--- src/rtl/regfile_ctrl_pkg.sv ---
// Shared types and constants for the register-file access controller.
// Optional I-type support is selected by REGFILE_CTRL_IMM_EN.
package regfile_ctrl_pkg;

  typedef enum logic [2:0] {
    ST_IDLE  = 3'd0,
    ST_READ  = 3'd1,
    ST_ISSUE = 3'd2,
    ST_WAIT  = 3'd3,
    ST_WB    = 3'd4
  } state_t;

  localparam logic [2:0] ALU_ADD = 3'b000;
  localparam logic [2:0] ALU_SUB = 3'b001;
  localparam logic [2:0] ALU_AND = 3'b010;
  localparam logic [2:0] ALU_OR  = 3'b011;
  localparam logic [2:0] ALU_XOR = 3'b100;
  localparam logic [2:0] ALU_SLT = 3'b101;

  localparam logic [6:0] OP_R = 7'b0110011;
  localparam logic [6:0] OP_I = 7'b0010011;

  localparam logic [2:0] F3_ADD = 3'b000;
  localparam logic [2:0] F3_SLT = 3'b010;
  localparam logic [2:0] F3_XOR = 3'b100;
  localparam logic [2:0] F3_OR  = 3'b110;
  localparam logic [2:0] F3_AND = 3'b111;

endpackage

--- src/rtl/regfile_ctrl_instr_decode.sv ---
// Combinational RV32I ALU-instruction decoder for regfile_ctrl.
// REGFILE_CTRL_IMM_EN adds I-type decode and the imm/is_imm outputs.
module instr_decode
  import regfile_ctrl_pkg::*;
#(
  parameter int ADDR_WIDTH = 5,
  parameter int DATA_WIDTH = 32
) (
  input  logic [31:0]           instr,
  output logic [ADDR_WIDTH-1:0] rs1,
  output logic [ADDR_WIDTH-1:0] rs2,
  output logic [ADDR_WIDTH-1:0] rd,
  output logic [2:0]            alu_ctrl,
`ifdef REGFILE_CTRL_IMM_EN
  output logic [DATA_WIDTH-1:0] imm,
  output logic                  is_imm,
`endif
  output logic                  illegal
);

  logic [6:0] opcode_s;
  logic [2:0] funct3_s;
  logic       is_r_s;
  logic       is_i_s;
  logic       f3_ok_s;

  assign opcode_s = instr[6:0];
  assign funct3_s = instr[14:12];
  assign rs1      = ADDR_WIDTH'(instr[19:15]);
  assign rs2      = ADDR_WIDTH'(instr[24:20]);
  assign rd       = ADDR_WIDTH'(instr[11:7]);
  assign is_r_s   = (opcode_s == OP_R);

`ifdef REGFILE_CTRL_IMM_EN
  assign is_i_s = (opcode_s == OP_I);
  assign is_imm = is_i_s;
  assign imm    = {{(DATA_WIDTH-12){instr[31]}}, instr[31:20]};
`else
  logic unused_s;
  assign is_i_s   = 1'b0;
  assign unused_s = &{1'b0, instr[31], instr[29:25]};
`endif

  // funct3 to ALU op; SUB only exists for R-type with funct7[5] set
  always_comb begin
    alu_ctrl = ALU_ADD;
    f3_ok_s  = 1'b1;
    case (funct3_s)
      F3_ADD: begin
        if (is_r_s && instr[30]) begin
          alu_ctrl = ALU_SUB;
        end else begin
          alu_ctrl = ALU_ADD;
        end
      end
      F3_AND:  alu_ctrl = ALU_AND;
      F3_OR:   alu_ctrl = ALU_OR;
      F3_XOR:  alu_ctrl = ALU_XOR;
      F3_SLT:  alu_ctrl = ALU_SLT;
      default: begin
        alu_ctrl = ALU_ADD;
        f3_ok_s  = 1'b0;
      end
    endcase
  end

  assign illegal = !((is_r_s || is_i_s) && f3_ok_s);

endmodule

--- src/rtl/regfile_ctrl.sv ---
// Register-file access controller: accepts one ALU instruction, reads operands,
// hands them to the ALU and writes the result back. REGFILE_CTRL_IMM_EN enables I-type.
module regfile_ctrl
  import regfile_ctrl_pkg::*;
#(
  parameter int ADDR_WIDTH = 5,
  parameter int DATA_WIDTH = 32
) (
  input  logic                  clk,
  input  logic                  rst,
  input  logic                  instr_valid,
  output logic                  instr_ready,
  input  logic [31:0]           instr,
  output logic [ADDR_WIDTH-1:0] rs1,
  output logic [ADDR_WIDTH-1:0] rs2,
  output logic [ADDR_WIDTH-1:0] rd,
  output logic                  en,
  output logic [DATA_WIDTH-1:0] din,
  input  logic [DATA_WIDTH-1:0] rd1,
  input  logic [DATA_WIDTH-1:0] rd2,
  output logic                  op_valid,
  input  logic                  op_ready,
  output logic [DATA_WIDTH-1:0] op_a,
  output logic [DATA_WIDTH-1:0] op_b,
  output logic [2:0]            alu_ctrl,
  input  logic                  res_valid,
  input  logic [DATA_WIDTH-1:0] res,
  output logic                  illegal
);

  state_t                state_r;
  logic [ADDR_WIDTH-1:0] rs1_r;
  logic [ADDR_WIDTH-1:0] rs2_r;
  logic [ADDR_WIDTH-1:0] rd_r;
  logic [2:0]            alu_ctrl_r;
  logic                  en_r;
  logic [DATA_WIDTH-1:0] din_r;
  logic                  op_valid_r;
  logic                  illegal_r;

  logic [ADDR_WIDTH-1:0] dec_rs1_s;
  logic [ADDR_WIDTH-1:0] dec_rs2_s;
  logic [ADDR_WIDTH-1:0] dec_rd_s;
  logic [2:0]            dec_alu_s;
  logic                  dec_illegal_s;

`ifdef REGFILE_CTRL_IMM_EN
  logic [DATA_WIDTH-1:0] dec_imm_s;
  logic                  dec_is_imm_s;
  logic [DATA_WIDTH-1:0] imm_r;
  logic                  is_imm_r;
`endif

  instr_decode #(
    .ADDR_WIDTH (ADDR_WIDTH),
    .DATA_WIDTH (DATA_WIDTH)
  ) u_decode (
    .instr    (instr),
    .rs1      (dec_rs1_s),
    .rs2      (dec_rs2_s),
    .rd       (dec_rd_s),
    .alu_ctrl (dec_alu_s),
`ifdef REGFILE_CTRL_IMM_EN
    .imm      (dec_imm_s),
    .is_imm   (dec_is_imm_s),
`endif
    .illegal  (dec_illegal_s)
  );

  // Main control FSM with registered handshake, write-back and error outputs
  always_ff @(posedge clk or posedge rst) begin
    if (rst) begin
      state_r    <= ST_IDLE;
      rs1_r      <= {ADDR_WIDTH{1'b0}};
      rs2_r      <= {ADDR_WIDTH{1'b0}};
      rd_r       <= {ADDR_WIDTH{1'b0}};
      alu_ctrl_r <= 3'b000;
      en_r       <= 1'b0;
      din_r      <= {DATA_WIDTH{1'b0}};
      op_valid_r <= 1'b0;
      illegal_r  <= 1'b0;
    end else begin
      illegal_r <= 1'b0;
      en_r      <= 1'b0;
      case (state_r)
        ST_IDLE: begin
          if (instr_valid) begin
            if (dec_illegal_s) begin
              illegal_r <= 1'b1;
            end else begin
              rs1_r      <= dec_rs1_s;
              rs2_r      <= dec_rs2_s;
              rd_r       <= dec_rd_s;
              alu_ctrl_r <= dec_alu_s;
              state_r    <= ST_READ;
            end
          end
        end
        ST_READ: begin
          op_valid_r <= 1'b1;
          state_r    <= ST_ISSUE;
        end
        ST_ISSUE: begin
          if (op_ready) begin
            op_valid_r <= 1'b0;
            state_r    <= ST_WAIT;
          end
        end
        ST_WAIT: begin
          if (res_valid) begin
            din_r   <= res;
            en_r    <= (rd_r != {ADDR_WIDTH{1'b0}});
            state_r <= ST_WB;
          end
        end
        ST_WB: begin
          state_r <= ST_IDLE;
        end
        default: begin
          op_valid_r <= 1'b0;
          state_r    <= ST_IDLE;
        end
      endcase
    end
  end

`ifdef REGFILE_CTRL_IMM_EN
  // Immediate operand captured alongside the register fields on a legal accept
  always_ff @(posedge clk or posedge rst) begin
    if (rst) begin
      imm_r    <= {DATA_WIDTH{1'b0}};
      is_imm_r <= 1'b0;
    end else begin
      if ((state_r == ST_IDLE) && instr_valid && !dec_illegal_s) begin
        imm_r    <= dec_imm_s;
        is_imm_r <= dec_is_imm_s;
      end
    end
  end

  assign op_b = op_valid_r ? (is_imm_r ? imm_r : rd2) : {DATA_WIDTH{1'b0}};
`else
  assign op_b = op_valid_r ? rd2 : {DATA_WIDTH{1'b0}};
`endif

  // Regfile read data is itself registered and becomes valid exactly when ISSUE
  // starts, so operands pass through gated by the registered op_valid.
  assign op_a        = op_valid_r ? rd1 : {DATA_WIDTH{1'b0}};
  assign instr_ready = (state_r == ST_IDLE);
  assign rs1         = rs1_r;
  assign rs2         = rs2_r;
  assign rd          = rd_r;
  assign alu_ctrl    = alu_ctrl_r;
  assign en          = en_r;
  assign din         = din_r;
  assign op_valid    = op_valid_r;
  assign illegal     = illegal_r;

endmodule
--- config.mk ---
export PLATFORM = sky130hd
export DESIGN_NAME = regfile_ctrl
export DESIGN_NICKNAME = d
export VERILOG_FILES = /design/src/rtl/regfile_ctrl_pkg.sv /design/src/rtl/regfile_ctrl_instr_decode.sv /design/src/rtl/regfile_ctrl.sv
export SDC_FILE = /design/constraint.sdc
export NUM_CORES = 1
export LEC_CHECK = 0
export CORE_MARGIN = 3
export CORE_UTILIZATION = 25
export CTS_CLUSTER_SIZE = 16
export DETAILED_ROUTE_END_ITERATION = 8
export GPL_ROUTABILITY_DRIVEN = 1
export PLACE_DENSITY = 0.72
export SLEW_MARGIN = 10
export SYNTH_ARGS = -nofsm -noshare
export SYNTH_HDL_FRONTEND = slang
export SYNTH_SLANG_ARGS = --single-unit
--- constraint.sdc ---
create_clock -name clk -period 3.3 [get_ports clk]
set_input_delay 0.33 -clock clk [delete_from_list [all_inputs] [get_ports clk]]
set_output_delay 0.33 -clock clk [all_outputs]
set_load 0.02 [all_outputs]
# Word-level counts from Yosys, hierarchy flattened
# Cells that the tools add are included.
[op_classes]
eq_ne = 13
muxes = 17
bitwise = 1
reduce_logical = 11
[op_table]
columns = ["cell", "n"]
rows = [
  ["$mux W32", 2],
  ["$pmux W3 S5", 1],
  ["$eq A3 B3 Y1 const B", 4],
  ["$mux W3", 4],
  ["$pmux W3 S4", 1],
  ["$eq A3 B2 Y1 const B", 3],
  ["$mux W1", 8],
  ["$eq A7 B6 Y1 const B", 1],
  ["$logic_not A3 Y1", 2],
  ["$ne A2 B2 Y1 const B", 3],
  ["$reduce_bool A5 Y1", 1],
  ["$reduce_or A5 Y1", 1],
  ["$reduce_and A2 Y1", 2],
  ["$reduce_and A4 Y1", 1],
  ["$eq A3 B1 Y1 const B", 1],
  ["$pmux W1 S3", 1],
  ["$reduce_and A3 Y1", 1],
  ["$reduce_or A3 Y1", 1],
  ["$logic_and A1 B1 Y1", 2],
  ["$ne A2 B1 Y1 const B", 1],
  ["$not A1 Y1", 1],
]
[word_totals]
reg_bits = 56
inputBits = 133
output_inout_bits = 118
word_cells = 51

# Longest topological paths before layout
# Gate-level depths: netlist of the first run.
[logic_depth]
ltp_word = 7
depth_mapped = 5

# Modules after synthesis
# Synthesis of the first run repeated with hierarchy kept, for this count alone.
[hier_totals]
cells_unflattened = 229
hier_area_um2 = 2900.3
[by_module_without_submodules]
columns = ["mod", "n_inst", "cells_each", "area_each_um2", "seq_area_each_um2"]
rows = [
  ["regfile_ctrl", 1, 204, 2710.1, 1401.3],
  ["instr_decode", 1, 25, 190.2, 0.0],
]

# Least setup slack after synthesis of the first run
# No wires, ideal clock.
[synth_path]
path_kind = "flip-flop to flip-flop"
from = "reg state_r[0]"
to = "reg rd_r[1] (netlist: rd[1])"
setup_time_ns = 0.125
arrival_ns = 1.946
t_required_ns = 3.175
slack_ns = 1.229
stages_incl_launch_ff = 5
n_path_buf = 1
period_less_slack_ns = 2.071
cell_sequence = "dfrtp_1 > or4b_4 > nor4b_4 > buf_6 > mux2_2"
[synth_via]
elab_chain_len = 2
[synth_rtl]
columns = ["item", "line", "source"]
rows = [
  ["from (decl)", "regfile_ctrl.sv:31", "state_t state_r;"],
  ["from (signal assigned)", "regfile_ctrl.sv:73", "state_r <= ST_IDLE;"],
  ["from (signal assigned)", "regfile_ctrl.sv:95", "state_r <= ST_READ;"],
  ["from (signal assigned)", "regfile_ctrl.sv:101", "state_r <= ST_ISSUE;"],
  ["$logic_not A3 Y1", "regfile_ctrl.sv:85", "case (state_r)"],
  ["$reduce_and A3 Y1 (no source line)", "n/a", ""],
  ["to (signal assigned)", "regfile_ctrl.sv:76", "rd_r <= {ADDR_WIDTH{1'b0}};"],
  ["to (signal assigned)", "regfile_ctrl.sv:93", "rd_r <= dec_rd_s;"],
  ["to (decl)", "regfile_ctrl.sv:34", "logic [ADDR_WIDTH-1:0] rd_r;"],
]
# No other way between the ends.
# A chain may end at the register's enable or synchronous reset.

# Final worst setup path of the first run
[layout_path]
from = "reg op_valid_r (netlist: op_valid)"
to = "out op_a[27]"
[layout_via]
elab_chain_len = 1
[layout_rtl]
columns = ["item", "line", "source"]
rows = [
  ["from (decl)", "regfile_ctrl.sv:38", "logic op_valid_r;"],
  ["from (signal assigned)", "regfile_ctrl.sv:80", "op_valid_r <= 1'b0;"],
  ["from (signal assigned)", "regfile_ctrl.sv:100", "op_valid_r <= 1'b1;"],
  ["from (signal assigned)", "regfile_ctrl.sv:105", "op_valid_r <= 1'b0;"],
  ["$mux W32", "regfile_ctrl.sv:148", "assign op_a = op_valid_r ? rd1 : {DATA_WIDTH{1'b0}};"],
  ["to (decl)", "regfile_ctrl.sv:23", "output logic [DATA_WIDTH-1:0] op_a,"],
]
# No other way between the ends.

==> flow_summary.yaml, run 1 <==
power_and_ir_drop:
  powerDensity_nw_per_um2: 698.3
  ir_drop_uv: 382.6
  pwr-share-seq: 0.289
  p_leak_uw: 0.002212
  clockPowerShare: 0.104
  p_comb_frac: 0.607
  p_sw_frac: 0.3788
  power_uw: 3730
  p_int_uw: 2317
  power.net_switching_uw: 1413
synthesis:
  yosysUniqueCellTypes: 32
  synth_area_per_cell_um2: 12.17
  synth_top_family_by_area: "simple AND/OR/NAND/NOR gates"
  synth-seq-area-share: 0.5281
  ys_seq_elements: 56
  yosys.area_share.simple: 0.2150
  muxShareOfSynthArea: 0.2037
  syn_inst: 218
  synth_compound_gate_area_share: 0.02452
  synth_area_um2: 2654
  synth_enable_flop_cells: 0
  synthXorXnorAreaFrac: 0.003300
  synthAdderAreaFrac: 0
  async_reset_ff_frac: 1.000
  synth_nets: 351
  ys_warn_count: 0
  ys.flop_type: "dfrtp_1"
critical_path:
  path_cells: "buf_4, and2_1, clkdlybuf4s50_1"
  worst_setup_path_start_kind: "flop"
  cp_num_buf_inv: 2
  critPathTopFamily: "buffers and inverters"
  critPathArrivalTime_ps: 2130
  endpoint_kind: "primary output"
  path_max_fanout: 44
  critPathRequiredTime_ps: 2970
  critPathKind: "flop to primary output"
  reg2reg_slack_ps: 1110
  cpMaxStageDelayCell: "dfrtp_1"
  slowest_delay_ps: 640
global_routing:
  track_usage: 0.1446
  grt_use_met3: 0.04559
  met2_usage: 0.2851
  antenna_found_initial: 0
  met1_usage: 0.1446
  grt_pass1_wl_um: 13390
  grt.busiest_layer: "met2"
  overflow: 0
  grt_max_degree: 45
  grt_pass1_vias: 2585
status:
  outcome: "complete, no violations"
placement:
  placed_area_um2: 5248
  placedCellCount: 588
  gp_congestion: 0.7688
  port_buffers: 244
  pre_cts_ws_ps: 720.8
  dp_hpwl_um: 7940
routing:
  wl_per_cell_um: 15.85
  viasPerCell: 4.305
  postRouteAntennaNets: 0
  drtPass1Iterations: 4
  drt-initial-drc-count: 90
  vias: 2566
  drc: 0
  routed_wl_um: 9447
floorplanning:
  die_h_um: 109.0
  dieArea_um2: 11890
  start_util: 0.2642
  rows: 36
  core_area_um2: 10040
  io_pins: 251
  die_x_um: 109.0
timing:
  tns_ps: 0
  fin_crit_sh: 0.7469
  worst_slack_ps: 835.3
  relSlewSlack: 0.4366
  finalHoldViolations: 0
  fin_crit_ps: 2465
  finalSetupViolations: 0
  rsz0062_at_grt: "false"
  maxSlewViolCount: 0
  fmax_ghz: 0.4057
  finClkSkew_ps: 10.49
  tightest_slew_ps: 845.0
cells_and_area:
  final_cells: 596
  num_antenna_cells: 0
  drive_above_1_share: 0.1447
  finalNetCount: 595
  area_delta_synth_final_pct: 101.3
  final_cell_area_um2: 5341
cts:
  cts_tree: "done"
  ctsResizeCount: 0
  ctsHtreeMaxLevel: 2
  clk_path_buf_depth: 2
  clkSinkCount: 56
  holdBufCountCts: 0
  cts-root-buf: "clkbuf_8"
  cts_buffers: 5
  cts_setup_buffers: 0
  insertion_delay_ps: 300
  clkTransAtPathRegs_ps: 100
min_path:
  hold_class: "primary input to asynchronous set/reset pin"
flow_run:
  max_cap_viol_count: 0
[power groups by stage]
| stage | sequential (uW) | combinational [uW] | clock, uW |
|---|---|---|---|
| after floorplan | 1330 | 875 | 0 |
| after global placement | 1080 | 2270 | 0 |
| after detailed placement | 1100 | 2290 | 0 |
| after CTS | 1080 | 2300 | 409 |
| after global routing | 1120 | 2400 | 433 |
| final | 1080 | 2260 | 388 |
[per-layer routing]
layer  wire length, um  vias up
met5                 0        -
met4                85        0
met3               946        8
met2              5314      128
met1              3101     1213
li1                  -     1217
[worst reg2reg max path: stages, from the launching register on]
cell	delay, ps
dfrtp_1	460
or4b_4	600
nor4b_4	350
buf_4	300
mux2_2	370
[cell families (layout without fill, tap and decap cells)]
kind of cell / after synthesis / after routing
buf+inv: 16 / 261
compound gates: 10 / 10
simple gates: 87 / 87
flops: 56 / 56
xor+xnor: 1 / 1
mux: 48 / 48
[flip-flops by register name (all words and copies together) (netlist names)]
register,count
rs2,5
state_r,3
rs1,5
illegal,1
op_valid,1
din,32
alu_ctrl,3
en,1
rd,5
[placed cells by master, fill, tap and decap left out, types with 2 or more instances in the layout]
master	netlist	final
clkdlybuf4s50_1	0	244
and2_1	64	64
dfrtp_1	56	56
mux2_2	48	48
clkbuf_8	0	6
buf_4	0	5
a21oi_1	4	4
nor2_1	3	3
inv_1	4	3
nand2b_1	2	2
nor3b_1	2	2
nand2_1	2	2
nor3_1	2	2
[final cells by class]
cell class	instances	area (um^2)
Tap cell	133	166.4
Sequential cell	56	1401
Clock inverter	1	7.507
Clock buffer	7	86.33
Fill cell	899	4703
Multi-Input combinational cell	146	1185
Timing Repair Buffer	249	2480
Inverter	4	15.01
[per-stage QoR]
| stage | utilization | hold WS (ps) |
|---|---|---|
| 3_3_place_gp | 0.5224 | 468.8 |
| 4_1_cts | 0.5318 | 361.2 |
| 5_1_grt | 0.5318 | 381.0 |
| 2_1_floorplan | - | 473.3 |
| 3_5_place_dp | 0.5224 | 468.5 |
| 6_report | 0.5318 | 352.9 |
[worst paths after layout]
| path | start | endpoint | depth (start not counted) |
|---|---|---|---|
| min reg2reg | alu_ctrl[1]$_DFFE_PP0P_ | alu_ctrl[1]$_DFFE_PP0P_ | 1 |
| max reg2reg | state_r[0]$_DFFE_PP0P_ | rs2[1]$_DFFE_PP0P_ | 4 |
| max | op_valid$_DFFE_PP0P_ | op_a[27] | 3 |
| max in group asynchronous | rst | din[26]$_DFFE_PP0P_ | 3 |
| min in group clk | alu_ctrl[1]$_DFFE_PP0P_ | alu_ctrl[1]$_DFFE_PP0P_ | 1 |
| min | rst | rs2[3]$_DFFE_PP0P_ | 2 |
[cell usage after synthesis, types with 2 or more instances]
library cell  number  area (um^2)
and2_1            64        400.4
dfrtp_1           56         1401
mux2_2            48        540.5
clkbuf_1           9        33.78
a21oi_1            4        20.02
inv_1              4        15.01
nor2_1             3        11.26
buf_1              2        7.510
nand2_1            2        7.510
nand2b_1           2        12.51
nor3_1             2        10.01
nor3b_1            2        15.01
(Power assumes the default switching activity.)
==> inputs of run 2 (changes only) <==
--- a/config.mk
+++ b/config.mk
@@ -10,7 +10,7 @@
 export CTS_CLUSTER_SIZE = 16
 export DETAILED_ROUTE_END_ITERATION = 8
 export GPL_ROUTABILITY_DRIVEN = 1
-export PLACE_DENSITY = 0.72
+export PLACE_DENSITY = 0.74
 export SLEW_MARGIN = 10
 export SYNTH_ARGS = -nofsm -noshare
 export SYNTH_HDL_FRONTEND = slang
==> constraint.sdc (replaced) <==
create_clock -name clk -period 2 [get_ports clk]
set_input_delay 0.2 -clock clk [delete_from_list [all_inputs] [get_ports clk]]
set_output_delay 0.2 -clock clk [all_outputs]
set_load 0.02 [all_outputs]
==> flow_summary.yaml, run 2 (synthesis results as in run 1) <==
status:
  outcome: "complete, no violations"
timing:
  relSlewSlack: 0.6428
  fin_crit_ps: 1927
  worst_slack_ps: 72.62
  fmax_ghz: 0.5188
  maxSlewViolCount: 0
  finalHoldViolations: 0
  tns_ps: 0
  fin_crit_sh: 0.9637
  finalSetupViolations: 0
  rsz0062_at_grt: "false"
  finClkSkew_ps: 3.883
  tightest_slew_ps: 535.0
  holdWs_ps: 247.6
floorplanning:
  io_pins: 251
  start_util: 0.2642
  core_area_um2: 10040
  die_h_um: 109.0
  dieArea_um2: 11890
  rows: 36
  die_x_um: 109.0
cells_and_area:
  layout_commonest_cell: "clkdlybuf4s50_1"
  finalNetCount: 598
  layout_common_cells: "clkdlybuf4s50_1 (242), and2_1 (64), dfrtp_1 (56)"
  multiInputGateArea_um2: 1185
  fillers: 926
  num_antenna_cells: 0
  area_delta_synth_final_pct: 105.2
  final_cell_area_um2: 5446
  largest_reg_flops: 32
  regArea_um2: 1401
  drive_above_1_share: 0.1524
cts:
  clk_path_buf_depth: 2
  ctsResizeCount: 0
  cts_setup_buffers: 0
  clkTransAtPathRegs_ps: 100
  holdBufCountCts: 0
  insertion_delay_ps: 300
  cts-root-buf: "clkbuf_8"
  ctsHtreeMaxLevel: 2
  cts_tree: "done"
  cts_buffers: 5
  clkSinkCount: 56
routing:
  routed_wl_um: 9752
  drtPass1Iterations: 4
  postRouteAntennaNets: 0
  drt-initial-drc-count: 137
  vias: 2585
  viasPerCell: 4.316
  drc: 0
  wl_per_cell_um: 16.28
global_routing:
  overflow: 0
  track_usage: 0.1527
  grt_max_degree: 69
  antenna_found_initial: 0
  grt_pass1_wl_um: 14000
  grt_pass1_vias: 2830
critical_path:
  path_cells: "clkdlybuf4s50_1, or4bb_1, nor4b_4, buf_12, mux2_2"
  reg2reg_depth: 4
  critPathRequiredTime_ps: 2190
  critPathArrivalTime_ps: 2120
  path_max_fanout: 17
  worst_setup_path_start_kind: "primary input"
  critPathKind: "primary input to flop"
  slowest_delay_ps: 570
  endpoint_kind: "flop"
  cpMaxStageDelayCell: "or4bb_1"
placement:
  placed_area_um2: 5320
  port_buffers: 244
  dp_hpwl_um: 8303
  pre_cts_ws_ps: -256.1
  gp_congestion: 0.7945
power_and_ir_drop:
  p_leak_uw: 0.002289
  power_uw: 6396
  ir_drop_uv: 677.3
  powerDensity_nw_per_um2: 1174
min_path:
  hold_class: "primary input to asynchronous set/reset pin"
flow_run:
  max_cap_viol_count: 0
==> run 2: changes by cell type in the layout (fill, tap and decap cells not counted), sizes merged <==
cell           before  now
clkdlybuf4s50     244  242
clkbuf              7    6
clkinvlp            1    0
clkinv              0    1
buf                 5    8
bufinv              0    1
dlymetal6s2s        0    2
==> run 2: worst paths after layout <==
kind | startpoint | to | slack [ps]
min in group clk | res[0] | din[0]$_DFFE_PP0P_ | 500
hold / removal | rst | din[29]$_DFFE_PP0P_ | 250
setup / recovery | instr[5] | alu_ctrl[2]$_DFFE_PP0P_ | 70
setup reg to reg | state_r[0]$_DFFE_PP0P_ | alu_ctrl[2]$_DFFE_PP0P_ | 100
max in group asynchronous | rst | din[30]$_DFFE_PP0P_ | 1190
hold reg to reg | alu_ctrl[1]$_DFFE_PP0P_ | alu_ctrl[1]$_DFFE_PP0P_ | 500
==> run 2: layout make-up <==
cell class / count / share of cell area
Tap cell: 133 / 0.03055
Sequential cell: 56 / 0.2573
Multi-Input combinational cell: 146 / 0.2176
Timing Repair Buffer: 252 / 0.4696
Inverter: 4 / 0.002757
Clock buffer: 6 / 0.01516
Clock inverter: 2 / 0.007122
==> run 2: worst max-delay path: cells and delay by family <==
kind	cells	cell delay, ps
buffers and inverters	2	670
multiplexers	1	350
AND/OR/NAND/NOR	2	900
==> run 2: layer usage <==
metal	part of all wire	global-route usage
met2	0.56	0.3031
met1	0.32	0.1461
met5	0	0
met4	0.014	0.04418
met3	0.10	0.05151
==> run 2: where the power goes <==
| group | leakage [uW] | switching [uW] | total [uW] | internal [uW] |
|---|---|---|---|---|
| Sequential | 0.000701 | 190 | 1710 | 1520 |
| Clock | 0.0000614 | 357 | 767 | 410 |
| Combinational | 0.00153 | 1820 | 3920 | 2090 |
| Total | 0.00229 | 2370 | 6400 | 4020 |
==> run 2: through the flow <==
step,util,cells
finish,0.5422,599
global route,0.5422,599
CTS,0.5417,599
detailed placement,0.5296,591
global placement,0.5296,591
floorplan,-,218
